[config.mk]
export PLATFORM = sky130hd
export DESIGN_NAME = e203_exu_oitf_trk
export DESIGN_NICKNAME = d
export VERILOG_FILES = /design/src/rtl/e203_exu_oitf_trk.sv
export SDC_FILE = /design/constraint.sdc
export NUM_CORES = 1
export LEC_CHECK = 0
export ABC_AREA = 0
export BUFFER_PORTS_ARGS = -buffer_cell sky130_fd_sc_hd__buf_2
export CAP_MARGIN = 20
export CORE_MARGIN = 3
export CORE_UTILIZATION = 48
export CTS_BUF_LIST = sky130_fd_sc_hd__clkbuf_16
export CTS_CLUSTER_DIAMETER = 80
export DETAILED_ROUTE_END_ITERATION = 7
export PLACE_DENSITY_LB_ADDON = 0.08
export SLEW_MARGIN = 40
export SYNTH_ARGS = -nofsm -noshare
export SYNTH_HDL_FRONTEND = slang
export SYNTH_SLANG_ARGS = --single-unit
[constraint.sdc]
create_clock -name clk -period 1.5 [get_ports clk]
set_input_delay 0.15 -clock clk [delete_from_list [all_inputs] [get_ports clk]]
set_output_delay 0.15 -clock clk [all_outputs]
set_load 0.02 [all_outputs]
[src/rtl/e203_exu_oitf_trk.sv]
// Outstanding Instruction Track FIFO (OITF).
// Circular buffer of in-flight long-pipe instructions: allocated at dispatch,
// retired in order at long-pipe writeback. Supplies RAW/WAW register matches
// against every live entry so dispatch can stall on hazards.
module e203_exu_oitf_trk #(
    parameter int OITF_DEPTH  = 2,
    parameter int ITAG_WIDTH  = 1,
    parameter int RFIDX_WIDTH = 5,
    parameter int PC_SIZE     = 32
) (
    input  logic                   clk,
    input  logic                   rst_n,

    input  logic                   disp_oitf_ena,
    output logic                   disp_oitf_ready,
    output logic [ITAG_WIDTH-1:0]  disp_oitf_ptr,

    input  logic                   disp_oitf_rs1en,
    input  logic                   disp_oitf_rs2en,
    input  logic                   disp_oitf_rs3en,
    input  logic                   disp_oitf_rs1fpu,
    input  logic                   disp_oitf_rs2fpu,
    input  logic                   disp_oitf_rs3fpu,
    input  logic [RFIDX_WIDTH-1:0] disp_oitf_rs1idx,
    input  logic [RFIDX_WIDTH-1:0] disp_oitf_rs2idx,
    input  logic [RFIDX_WIDTH-1:0] disp_oitf_rs3idx,
    input  logic                   disp_oitf_rdwen,
    input  logic                   disp_oitf_rdfpu,
    input  logic [RFIDX_WIDTH-1:0] disp_oitf_rdidx,
    input  logic [PC_SIZE-1:0]     disp_oitf_pc,

    output logic                   oitfrd_match_disprs1,
    output logic                   oitfrd_match_disprs2,
    output logic                   oitfrd_match_disprs3,
    output logic                   oitfrd_match_disprd,

    input  logic                   oitf_ret_ena,
    output logic [ITAG_WIDTH-1:0]  oitf_ret_ptr,
    output logic                   oitf_ret_rdwen,
    output logic                   oitf_ret_rdfpu,
    output logic [RFIDX_WIDTH-1:0] oitf_ret_rdidx,
    output logic [PC_SIZE-1:0]     oitf_ret_pc,

    output logic                   oitf_empty
);

    localparam logic [ITAG_WIDTH-1:0] LAST_PTR = ITAG_WIDTH'(OITF_DEPTH - 1);

    logic [OITF_DEPTH-1:0]  vld;
    logic [OITF_DEPTH-1:0]  rdwen_q;
    logic [OITF_DEPTH-1:0]  rdfpu_q;
    logic [RFIDX_WIDTH-1:0] rdidx_q [OITF_DEPTH];
    logic [PC_SIZE-1:0]     pc_q    [OITF_DEPTH];

    logic [ITAG_WIDTH-1:0]  alc_ptr;
    logic [ITAG_WIDTH-1:0]  ret_ptr;
    logic                   alc_flg;
    logic                   ret_flg;

    logic ptr_eq;
    logic empty;
    logic full;
    logic alc_ena;
    logic ret_ena;

    // Pointers equal: the wrap flags tell an empty buffer from a full one.
    assign ptr_eq  = (alc_ptr == ret_ptr);
    assign empty   = ptr_eq & (alc_flg == ret_flg);
    assign full    = ptr_eq & (alc_flg != ret_flg);

    // Requests that cannot be honoured are dropped here; no same-cycle bypass of a freed slot.
    assign alc_ena = disp_oitf_ena & ~full;
    assign ret_ena = oitf_ret_ena & ~empty;

    assign disp_oitf_ready = ~full;
    assign disp_oitf_ptr   = alc_ptr;
    assign oitf_empty      = empty;

    // Allocation pointer advances on each accepted dispatch, toggling its flag on wrap.
    always_ff @(posedge clk or negedge rst_n) begin
        if (!rst_n) begin
            alc_ptr <= '0;
            alc_flg <= 1'b0;
        end else if (alc_ena) begin
            if (alc_ptr == LAST_PTR) begin
                alc_ptr <= '0;
                alc_flg <= ~alc_flg;
            end else begin
                alc_ptr <= alc_ptr + ITAG_WIDTH'(1);
            end
        end
    end

    // Retire pointer advances on each accepted writeback, toggling its flag on wrap.
    always_ff @(posedge clk or negedge rst_n) begin
        if (!rst_n) begin
            ret_ptr <= '0;
            ret_flg <= 1'b0;
        end else if (ret_ena) begin
            if (ret_ptr == LAST_PTR) begin
                ret_ptr <= '0;
                ret_flg <= ~ret_flg;
            end else begin
                ret_ptr <= ret_ptr + ITAG_WIDTH'(1);
            end
        end
    end

    // Entry storage: allocation fills the slot at alc_ptr, retirement clears vld at ret_ptr.
    // The two never address the same slot in one cycle (that would need both empty and full).
    always_ff @(posedge clk or negedge rst_n) begin
        if (!rst_n) begin
            vld     <= '0;
            rdwen_q <= '0;
            rdfpu_q <= '0;
            for (int i = 0; i < OITF_DEPTH; i++) begin
                rdidx_q[i] <= '0;
                pc_q[i]    <= '0;
            end
        end else begin
            for (int i = 0; i < OITF_DEPTH; i++) begin
                if (ret_ena && (ret_ptr == ITAG_WIDTH'(i))) begin
                    vld[i] <= 1'b0;
                end
                if (alc_ena && (alc_ptr == ITAG_WIDTH'(i))) begin
                    vld[i]     <= 1'b1;
                    rdwen_q[i] <= disp_oitf_rdwen;
                    rdfpu_q[i] <= disp_oitf_rdfpu;
                    rdidx_q[i] <= disp_oitf_rdidx;
                    pc_q[i]    <= disp_oitf_pc;
                end
            end
        end
    end

    // Hazard matches use registered entries only, so a same-cycle allocation is not seen yet.
    always_comb begin
        oitfrd_match_disprs1 = 1'b0;
        oitfrd_match_disprs2 = 1'b0;
        oitfrd_match_disprs3 = 1'b0;
        oitfrd_match_disprd  = 1'b0;
        for (int i = 0; i < OITF_DEPTH; i++) begin
            if (vld[i] && rdwen_q[i]) begin
                if (disp_oitf_rs1en && (rdidx_q[i] == disp_oitf_rs1idx) && (rdfpu_q[i] == disp_oitf_rs1fpu))
                    oitfrd_match_disprs1 = 1'b1;
                if (disp_oitf_rs2en && (rdidx_q[i] == disp_oitf_rs2idx) && (rdfpu_q[i] == disp_oitf_rs2fpu))
                    oitfrd_match_disprs2 = 1'b1;
                if (disp_oitf_rs3en && (rdidx_q[i] == disp_oitf_rs3idx) && (rdfpu_q[i] == disp_oitf_rs3fpu))
                    oitfrd_match_disprs3 = 1'b1;
                if (disp_oitf_rdwen && (rdidx_q[i] == disp_oitf_rdidx) && (rdfpu_q[i] == disp_oitf_rdfpu))
                    oitfrd_match_disprd = 1'b1;
            end
        end
    end

    // Oldest entry is read straight out of storage; meaningful only while not empty.
    assign oitf_ret_ptr   = ret_ptr;
    assign oitf_ret_rdwen = rdwen_q[ret_ptr];
    assign oitf_ret_rdfpu = rdfpu_q[ret_ptr];
    assign oitf_ret_rdidx = rdidx_q[ret_ptr];
    assign oitf_ret_pc    = pc_q[ret_ptr];

`ifndef SYNTHESIS
    // Flag protocol violations in simulation; the logic above already ignores them.
    always @(posedge clk) begin
        if (rst_n) begin
            assert (!(disp_oitf_ena && full))
                else $warning("oitf: allocate request while full was ignored");
            assert (!(oitf_ret_ena && empty))
                else $warning("oitf: retire request while empty was ignored");
        end
    end
`endif

endmodule
# [Yosys cells after proc, flatten, opt, wreduce, memory -nomap -nowiden]
# Cells that the tools add are included.
[word_totals] reg_bits=84
[classes] add_sub_neg=2 order_cmp=2 n_eq_ne=19 mux=32 bitwise=11 reduce_logical=26
[op_table] cell="$mux 32" n=3
[op_table] cell="$eq 5x5->1" n=8
[op_table] cell="$mux 1" n=26
[op_table] cell="$logic_and 1x1->1" n=22
[op_table] cell="$mux 5" n=3
[op_table] cell="$eq 1x1->1" n=10
[op_table] cell="$not 1->1" n=6
[op_table] cell="$and 1x1->1" n=4
[op_table] cell="$reduce_and 2->1" n=2
[op_table] cell="$reduce_bool 2->1" n=2
[op_table] cell="$add 1x1->1 const B" n=2
[op_table] cell="$ge 2x2->1 const B" n=1
[op_table] cell="$lt 1x2->1 const B" n=1
[op_table] cell="$not 1->2" n=1
[op_table] cell="$ne 1x1->1" n=1

# [Depth between registers and ports, before layout]
# Gate-level depths: netlist (run 1).
[depth] ltp_word=7 mapped_depth=6

# [Least setup slack after synthesis (run 1)]
# No wires, ideal clock.
[synth_path] path_type="reg2reg" startpoint="register ret_ptr, in the netlist oitf_ret_ptr" endpoint="register pc_q[0] (netlist bit)" setup_ns=0.125 t_arrival_ns=1.648 required_ns=1.375 path_slack_ns=-0.274 path_stages_with_launch=7 synth_period_minus_slack_ns=1.774 cell_sequence="dfrtp_1 > buf_2 > xor2_2 > nand2b_4 > nand3_4 > buf_6 > mux2_4"
[synth_via] elab_chain_cells=5
[synth_lines] element="from (decl)" line_no="56" text="logic [ITAG_WIDTH-1:0] ret_ptr;"
[synth_lines] element="from (signal assigned)" line_no="104" text="ret_ptr <= ret_ptr + ITAG_WIDTH'(1);"
[synth_lines] element="$eq 1x1->1" line_no="67" text="assign ptr_eq = (alc_ptr == ret_ptr);"
[synth_lines] element="$and 1x1->1" line_no="69" text="assign full = ptr_eq & (alc_flg != ret_flg);"
[synth_lines] element="$not 1->1"
[synth_lines] element="named net disp_oitf_ready" line_no="15" text="output logic disp_oitf_ready,"
[synth_lines] element="$and 1x1->1" line_no="72" text="assign alc_ena = disp_oitf_ena & ~full;"
[synth_lines] element="$logic_and 1x1->1" line_no="125" text="if (alc_ena && (alc_ptr == ITAG_WIDTH'(i))) begin"
[synth_lines] element="to (signal, indexed assignment)" line_no="130" text="pc_q[i] <= disp_oitf_pc;"
[synth_lines] element="to (decl)" line_no="53" text="logic [PC_SIZE-1:0] pc_q [OITF_DEPTH];"
# The timed path passes the listed nets, and every way through them passes these cells.
# A chain may end at the register's enable or synchronous reset.

# [Final worst setup path (run 1)]
[layout_path] startpoint="register ret_ptr, in the netlist oitf_ret_ptr" endpoint="register pc_q[39] (netlist bit)"
[layout_via] elab_chain_cells=5
[layout_lines] element="$eq 1x1->1" line_no="67"
[layout_lines] element="$and 1x1->1" line_no="69"
[layout_lines] element="$not 1->1" line_no="72"
[layout_lines] element="$and 1x1->1" line_no="72"
[layout_lines] element="$logic_and 1x1->1" line_no="125"
# No other way between the ends.

==> run_results.csv, run 1 <==
group,metric,value,unit
routing,dr_wl_met3,717,um
global_route,grt_pass1_vias,3536,
routing,drt_pass1_iterations,4,
yosys,yosysUniqueCellTypes,21,
pwr,seq_power_share,23.2,%
cts,cts_made_buffers,9,
critical_path,crit_arrival,2150,ps
yosys,synth_cells,313,
critical_path,cp-start-kind,"flop",
floorplan,die_h,102,um
routing,ant_nets,0,
routing,routed-wl-met2,6920,um
critical_path,critPathBufInv,4,
yosys,yosysSeqAreaShare,47.5,%
placement,dp_hpwl,6990,um
cells_and_area,final_common_cell,"mux2_4",
global_route,gr-total-overflow,0,
cells_and_area,syn2layout_area_growth,55.6,%
floorplan,core,0.00885,sq mm
yosys,syn-mean-instance-area,14.1,sq um
cts,cts_root_buffer,"clkbuf_16",
global_route,grt_max_degree,43,
cells_and_area,layout.cells.non_filler,591,
cts,cts_max_level,3,
cells_and_area,final_cell_mix,"mux2_4, dfrtp_1, buf_2",
routing,wl_met1,5540,um
floorplan,row_count,34,
critical_path,crit_chain,"buf_6 > xor2_4 > nand2b_4 > nand3b_4 > buf_12 > buf_12 > buf_12 > mux2_4",
critical_path,cp_slowest_cell,"dfrtp_2",
routing,vias,3198,
global_route,antenna_found_initial,0,
placement,port_buffers,110,
cells_and_area,nets,542,
critical_path,path_class,"flop to flop",
cells_and_area,layout-drive-gt1-share,69.6,%
run_status,violations,"setup timing",
floorplan,die_w,102,um
floorplan,initial_core_util,50.0,%
timing,hold_ws,59.4,ps
pwr,p_leak,3.42,nW
floorplan,fp.dieArea,0.0104,sq mm
timing,setup_ws,-439,ps
run,max_cap_violations,0,
routing,drt-total-wl,13400,um
global_route,track_usage,24.5,%
placement,gp_congestion,0.830,
cts,clkSlewWorstSetupHoldPaths,60,ps
timing,post-route-period-util,129,%
routing,remaining_drc_errors,0,
floorplan,ios,111,
pwr,clkPwrFrac,11.1,%
timing,fmaxAchievable,516,MHz
cts,clk_latency,330,ps
critical_path,crit_family,"buffers and inverters",
yosys,syn_nets,377,
cells_and_area,num_antenna_cells,0,
cts,clk_path_buf_depth,2,
pwr,combPwrFrac,65.6,%
timing,min_period,1940,ps
yosys,synth_seq_cells,84,
timing,finalMaxSlewViolations,0,
pwr,p_total,19.8,mW
timing,worst_pin_slew,440,ps
routing,via_per_inst,5.41,
routing,drtIter0Drc,110,
pwr,power.density,2870,mW/mm^2
timing,clock-skew-final,5.84,ps
global_route,grt_pass1_wl,19400,um
critical_path,cp-end-kind,"flop",
critical_path,worstPathRequired,1710,ps
pwr,p_switching,7.08,mW
critical_path,slowest_delay,460,ps
routing,top_layer_used,"met4",
critical_path,crit_top_cell,"buf_12",
routing,avgRoutedWirePerCell,22.7,um
cells_and_area,fillers,541,
worst_hold_path,hold_class,"primary input to flop",
yosys,syn_area,0.00442,sq mm
timing,hold_viol,0,
run_status,run_status,"complete, but fails checks",
cells_and_area,fin_util,77.8,%
placement,dpl.cell_count,533,
yosys,yosys_warnings,0,
critical_path,critPathMaxFanout,5,
pwr,swShare,35.8,%
pwr,p_int,12.7,mW
cts,cts_tree,"yes",
timing,setup_viol,129,
timing,rsz0062_at_grt,"yes",
timing,slew-limit-headroom,70.6,%
cts,clock_sinks,84,
pwr,max-vdd-ir-drop,0.00161,V
-- logic make-up after synthesis --
logic type / synth area share, %
AOI/OAI and AO/OA: 1.08
xor gates and xnor gates: 10.9
buffers and inverters: 3.51
DFF: 47.5
muxes: 33.0
and+or+nand+nor: 4.02
-- area by class of cell --
type / instances / area [sq um] / area share [%]
clock inverter: 7 / 68.8 / 1.00
clock buffer: 9 / 225 / 3.27
timing repair buffer: 179 / 1810 / 26.2
multi-input combinational: 204 / 2530 / 36.8
sequential: 84 / 2110 / 30.7
tap: 108 / 135 / 1.96
-- sequential cells by signal (all words and copies together) (netlist names) --
signal / flops
alc_flg: 1
disp_oitf_ptr: 1
oitf_ret_ptr: 1
pc_q: 64
rdfpu_q: 2
rdidx_q: 10
rdwen_q: 2
ret_flg: 1
vld: 2
-- metal layers --
layer,vias up,track usage (%)
met3,24,4.23
li1,1422,-
met2,114,40.8
met1,1638,32.4
met5,-,0
met4,0,8.88
-- power by group through the flow --
stage | logic, mW | registers (mW) | clock network (mW)
final | 13.0 | 4.59 | 2.20
after global routing | 13.5 | 4.73 | 2.32
after CTS | 11.1 | 4.41 | 2.22
after detailed placement | 8.42 | 4.40 | 0
after global placement | 8.31 | 4.36 | 0
after floorplan | 6.65 | 3.95 | 0
-- metrics by stage --
step	setup slack [ps]	instance area [sq um]	setup TNS, ps
6_report	-439	6880	-38190
5_1_grt	-546	6880	-42260
4_1_cts	-382	6500	-26960
3_5_place_dp	-88.7	5400	-4790
3_3_place_gp	-82.0	5400	-4070
2_1_floorplan	-240	4620	-17610
-- Yosys cell counts (all sizes together) --
master / n / share of area (%)
nand3b: 1 / 0.45
nand4: 8 / 1.1
clkbuf: 10 / 0.85
nand2b: 1 / 0.31
buf: 15 / 2.7
dfrtp: 84 / 48
o21ai: 2 / 0.23
nor4: 8 / 1.1
nand3: 1 / 0.40
xor2: 26 / 5.3
mux2: 117 / 33
nand2: 6 / 0.51
xnor2: 28 / 5.5
o211ai: 1 / 0.17
a21boi: 4 / 0.68
nor2: 1 / 0.085
-- path summary, 6_finish.rpt --
check,startpoint,end,slack [ps],cells after the start
min in group asynchronous,rst_n,pc_q[0],330,2
worst max register to register,oitf_ret_ptr,pc_q[39],-440,8
max in group asynchronous,rst_n,oitf_ret_ptr,590,3
worst max-delay path,oitf_ret_ptr,pc_q[39],-440,8
worst min-delay path,disp_oitf_pc[5],pc_q[5],60,2
worst min register to register,pc_q[34],pc_q[34],510,1
-- repair_timing --
item | CTS | global route
endpoints found under the hold margin | 30 | 0
hold buffers | 1 | 0
gates resized for setup | 69 | 131
pin swaps | 12 | 10
setup endpoints to repair | 122 | 127
setup buffers | 32 | 10
cloned | 11 | 3
(Power assumes the default switching activity.)
==> run 2, diff against run 1 <==
==> constraint.sdc (replaced) <==
create_clock -name clk -period 1.6 [get_ports clk]
set_input_delay 0.16 -clock clk [delete_from_list [all_inputs] [get_ports clk]]
set_output_delay 0.16 -clock clk [all_outputs]
set_load 0.02 [all_outputs]
==> run 2 against run 1 <==
The run still ends with setup timing left. Combinational power fell by 13%. Non-clock buffer count decreased by 14. Register-to-register slack better by 220 ps. Flip-flop and latch count stayed put. Clock power rose by 7%. Final area fell by 2.7%. Die area did not move. Clock-buffer cell count is the same. Critical path type is now flop to primary output.
==> run_results.csv, run 2 (same netlist as run 1, synthesis figures left out) <==
group,metric,value,unit
critical_path,path_class,"flop to primary output",
routing,ant_nets,0,
timing,min_period,1920,ps
floorplan,initial_core_util,50.0,%
cells_and_area,largest_register_ffs,64,
pwr,p_leak,3.35,nW
critical_path,cp-end-kind,"primary output",
timing,fmaxAchievable,522,MHz
timing,setup_ws,-315,ps
floorplan,die_h,102,um
critical_path,reg2reg_slack,-220,ps
cts,clkSlewWorstSetupHoldPaths,70,ps
critical_path,worstPathRequired,1440,ps
placement,gp_congestion,0.800,
timing,post-route-period-util,120,%
cells_and_area,nets,528,
global_route,track_usage,22.7,%
critical_path,crit_arrival,1760,ps
routing,drtIter0Drc,52,
floorplan,ios,111,
critical_path,slowest_delay,440,ps
cts,clk_path_buf_depth,2,
floorplan,die_w,102,um
timing,setup_viol,117,
global_route,antenna_found_initial,0,
pwr,power.density,2670,mW/mm^2
cells_and_area,num_antenna_cells,0,
worst_hold_path,hold_class,"primary input to flop",
critical_path,crit_chain,"buf_6 > xor2_1 > nor4_1 > nand4_1 > a21boi_1 > buf_4",
timing,hold_viol,0,
floorplan,core,0.00885,sq mm
critical_path,cp-start-kind,"flop",
global_route,grt_max_degree,44,
global_route,grt_pass1_wl,17900,um
cts,clk_latency,330,ps
routing,drt_pass1_iterations,4,
timing,clock-skew-final,6.07,ps
cts,clock_sinks,84,
timing,finalSetupTns,-14420,ps
floorplan,fp.dieArea,0.0104,sq mm
cts,cts_max_level,3,
timing,slew-limit-headroom,77.8,%
cells_and_area,reg_top3,"pc_q: 64 flops, rdidx_q: 10 flops",
pwr,max-vdd-ir-drop,0.00144,V
routing,avgRoutedWirePerCell,19.4,um
cts,cts_tree,"yes",
cts,cts_made_buffers,9,
worst_hold_path,hold_depth,2,
cells_and_area,syn2layout_area_growth,51.4,%
run_status,violations,"setup timing",
global_route,gr-total-overflow,0,
routing,drt-total-wl,11200,um
run_status,run_status,"complete, but fails checks",
routing,vias,2983,
pwr,p_total,17.9,mW
routing,via_per_inst,5.17,
placement,dp_hpwl,6710,um
critical_path,rr_worst_depth,7,
global_route,grt_pass1_vias,3285,
placement,port_buffers,110,
critical_path,cp_slowest_cell,"dfrtp_2",
cells_and_area,regMostFlops,"pc_q",
timing,rsz0062_at_grt,"yes",
cells_and_area,layout-drive-gt1-share,67.6,%
routing,remaining_drc_errors,0,
cells_and_area,final_cell_mix,"mux2_4, dfrtp_1, buf_2",
critical_path,critPathMaxFanout,3,
timing,finalMaxSlewViolations,0,
cts,cts_root_buffer,"clkbuf_16",
timing,worst_pin_slew,330,ps
floorplan,row_count,34,
run,max_cap_violations,0,
cells_and_area,final_common_cell,"mux2_4",
## run 2: cell types whose count changed in the layout (fill, tap and decap cells not counted), moves of 2 or more
cell,change
a21boi_1,+3
a21boi_2,-3
buf_6,-8
bufinv_16,+2
clkbuf_16,-3
clkinv_1,+2
clkinvlp_4,-2
inv_1,-2
mux2_2,-5
mux2_4,+5
## run 2: power by group
| part | total, mW | internal, mW | switching (mW) |
|---|---|---|---|
| Combinational | 11.3 | 6.97 | 4.29 |
| Clock | 2.36 | 1.52 | 0.845 |
| Sequential | 4.23 | 3.27 | 0.962 |
| Total | 17.9 | 11.8 | 6.10 |
## run 2: worst max-delay path, delay by kind of cell (launching register included)
kind	cells	cell delay (ps)
AOI/OAI and AO/OA	1	160
xor gates and xnor gates	1	150
buffers and inverters	2	290
DFF	1	440
and+or+nand+nor	2	380
## run 2: final cells by class
cell class / count / area (sq um)
fill: 558 / 2150
multi-input combinational: 204 / 2520
timing repair buffer: 165 / 1590
sequential: 84 / 2110
clock buffer: 9 / 225
clock inverter: 7 / 114
tap: 108 / 135
## run 2: metrics by stage
| step | instances | hold slack [ps] | instance area [sq um] | setup slack (ps) | util [%] |
|---|---|---|---|---|---|
| 3_5_place_dp | 533 | 88.8 | 5390 | -36.9 | 61.0 |
| 6_report | 577 | 69.7 | 6700 | -315 | 75.7 |
| 3_3_place_gp | 533 | 87.0 | 5390 | -31.3 | 61.0 |
| 5_1_grt | 577 | 65.1 | 6700 | -386 | 75.7 |
| 4_1_cts | 579 | 62.5 | 6590 | -309 | 74.5 |
| 2_1_floorplan | 313 | -136 | 4610 | -140 | - |
## run 2: layer usage
metal / GRT usage, % / vias to the layer above / share of wire (%)
li1: - / 1398 / -
met1: 31.8 / 1507 / 46
met2: 36.1 / 69 / 49
met3: 5.26 / 9 / 4.8
met4: 5.15 / 0 / 0.90
met5: 0 / - / 0
## run 2: path summary, 6_finish.rpt
check                            startpoint                   end
setup reg to reg               oitf_ret_ptr              pc_q[53]
hold reg to reg                    pc_q[61]              pc_q[61]
setup / recovery                 rdidx_q[0]  oitfrd_match_disprs2
min in group asynchronous             rst_n               pc_q[0]
hold / removal             disp_oitf_pc[20]              pc_q[20]
max in group asynchronous             rst_n          oitf_ret_ptr
## run 2: what timing repair did
| item | in CTS | in global routing |
|---|---|---|
| setup buffers | 22 | 9 |
| gates resized for setup | 131 | 67 |
| endpoints found under the setup margin | 87 | 126 |
| pin swaps | 9 | 5 |
| hold buffers | 1 | 0 |
| cloned | 9 | 0 |
| hold endpoints to repair | 23 | 0 |
==> run 3, diff against run 2 <==
--- a/config.mk
+++ b/config.mk
@@ -13,7 +13,7 @@
 export CTS_BUF_LIST = sky130_fd_sc_hd__clkbuf_16
 export CTS_CLUSTER_DIAMETER = 80
 export DETAILED_ROUTE_END_ITERATION = 7
-export PLACE_DENSITY_LB_ADDON = 0.08
+export PLACE_DENSITY = 0.77
 export SLEW_MARGIN = 40
 export SYNTH_ARGS = -nofsm -noshare
 export SYNTH_HDL_FRONTEND = slang
==> run 3 against run 2 <==
The run still ends with setup timing left. First-iteration DRC count rose by 71%. Final area down 0.58%. Die area is the same. Global-route usage is 0.53 points higher. Clock skew increased by 4.8 ps. Combinational power barely moved. Clock power is 2% lower. Sequential power up 0.9%. Register-to-register slack about the same. Non-clock buffer count down 2. Critical endpoint is now oitfrd_match_disprd. Largest power group unchanged.
==> run_results.csv, run 3 (same netlist as run 1, synthesis figures left out) <==
group,metric,value,unit
placement,dp_hpwl,6650,um
timing,finalSetupTns,-12930,ps
timing,setup_ws,-331,ps
pwr,power.density,2690,mW/mm^2
cts,clkSlewWorstSetupHoldPaths,70,ps
cells_and_area,fin_util,75.2,%
placement,port_buffers,110,
cells_and_area,register_area,0.00211,sq mm
timing,hold_viol,0,
floorplan,fp.dieArea,0.0104,sq mm
run_status,run_status,"complete, but fails checks",
routing,top_layer_used,"met4",
cts,cts_max_level,3,
critical_path,worstPathRequired,1440,ps
critical_path,cp-start-kind,"flop",
timing,rsz0062_at_grt,"yes",
routing,remaining_drc_errors,0,
routing,dr_wl_met3,576,um
global_route,antenna_found_initial,0,
critical_path,path_class,"flop to primary output",
routing,drt-total-wl,11900,um
cells_and_area,stdcell_area,0.00666,sq mm
cts,cts_tree,"yes",
cts,cts_made_buffers,9,
routing,drtIter0Drc,89,
global_route,grt_max_degree,45,
pwr,p_leak,3.33,nW
critical_path,slowest_delay,450,ps
cells_and_area,reg_top3,"pc_q: 64 flops, rdidx_q: 10 flops",
cells_and_area,layout-drive-gt1-share,67.5,%
routing,avgRoutedWirePerCell,20.7,um
timing,fmaxAchievable,518,MHz
placement,place_area,0.00536,sq mm
routing,routed-wl-met2,6000,um
routing,via_per_inst,5.36,
timing,clock-skew-final,10.9,ps
routing,ant_nets,0,
critical_path,cp_slowest_cell,"dfrtp_2",
routing,drt_pass1_iterations,4,
floorplan,die_w,102,um
floorplan,ios,111,
routing,wl_met1,5060,um
floorplan,row_count,34,
run_status,violations,"setup timing",
floorplan,die_h,102,um
floorplan,core,0.00885,sq mm
cts,clock_sinks,84,
critical_path,crit_chain,"buf_4 > xor2_1 > nor4_2 > nand4_1 > a21boi_1 > buf_4",
cells_and_area,multiInputGateArea,0.00252,sq mm
timing,post-route-period-util,121,%
cells_and_area,fillers,542,
placement,dpl_worst_slack,-29.6,ps
cells_and_area,largest_register_ffs,64,
routing,vias,3086,
timing,min_period,1930,ps
timing,worst_pin_slew,398,ps
placement,gp_congestion,0.873,
global_route,track_usage,23.2,%
cells_and_area,final_common_cell,"mux2_4",
global_route,grt_pass1_wl,18300,um
cells_and_area,regMostFlops,"pc_q",
run,max_cap_violations,0,
critical_path,critPathMaxFanout,4,
worst_hold_path,hold_class,"primary input to flop",
timing,setup_viol,124,
timing,slew-limit-headroom,73.5,%
timing,finalMaxSlewViolations,0,
pwr,max-vdd-ir-drop,0.00153,V
cells_and_area,final_cell_mix,"mux2_4, dfrtp_1, buf_2",
floorplan,initial_core_util,50.0,%
cells_and_area,nets,526,
cts,clk_latency,330,ps
cts,cts_root_buffer,"clkbuf_16",
critical_path,crit_top_cell,"buf_4",
critical_path,cp-end-kind,"primary output",
global_route,gr-total-overflow,0,
cells_and_area,syn2layout_area_growth,50.5,%
critical_path,crit_arrival,1770,ps
timing,hold_ws,75.4,ps
global_route,grt_pass1_vias,3383,
cts,clk_path_buf_depth,2,
[run 3: changes by cell type in the layout (fill, tap and decap cells not counted), moves of 2 or more]
cell      before  now
inv_6          1    3
buf_8          5    2
mux2_4       117  115
clkinv_1       2    0
buf_6         51   49
buf_12        14   17
mux2_2         0    2
[run 3: metrics by stage]
| stage | power (mW) | cells |
|---|---|---|
| global route | 18.7 | 575 |
| CTS | 17.0 | 578 |
| floorplan | 9.94 | 313 |
| finish | 17.9 | 576 |
| detailed placement | 11.9 | 528 |
| global placement | 11.7 | 528 |
[run 3: layout make-up]
| class | instances | share of cell area, % |
|---|---|---|
| clock buffer | 9 | 3.38 |
| clock inverter | 7 | 1.58 |
| sequential | 84 | 31.7 |
| antenna | 1 | 0.0376 |
| multi-input combinational | 204 | 37.9 |
| tap | 108 | 2.03 |
| timing repair buffer | 163 | 23.4 |
[run 3: power by group]
group          switching (mW)  leakage (nW)  internal, mW
Clock                   0.912         0.159          1.40
Sequential              0.997         0.980          3.27
Combinational            4.42          2.19          6.89
[run 3: final timing paths]
path | start | end | slack [ps] | depth (start not counted)
max in group asynchronous | rst_n | oitf_ret_ptr | 690 | 3
worst min register to register | pc_q[34] | pc_q[34] | 510 | 1
worst max-delay path | rdidx_q[0] | oitfrd_match_disprd | -330 | 6
worst max register to register | oitf_ret_ptr | pc_q[53] | -210 | 7
worst min-delay path | disp_oitf_pc[14] | pc_q[46] | 80 | 2
min in group asynchronous | rst_n | pc_q[5] | 320 | 2
[run 3: metal layers]
| metal | up-vias | global-route usage, % |
|---|---|---|
| met5 | - | 0 |
| li1 | 1391 | - |
| met4 | 0 | 9.38 |
| met1 | 1578 | 30.5 |
| met3 | 17 | 3.82 |
| met2 | 100 | 38.4 |
[run 3: what timing repair did]
item,CTS,global route
endpoints found under the setup margin,88,125
gates cloned,11,0
setup buffers,22,12
gates resized for setup,91,93
hold endpoints to repair,27,0
pin swaps,15,9
hold buffers,1,0
[run 3: worst max-delay path, delay by kind of cell (launching register included)]
family                    cells  cell delay, ps
AOI/OAI and AO/OA             1             170
DFF                           1             450
buffers and inverters         2             340
and+or+nand+nor               2             330
xor gates and xnor gates      1             160
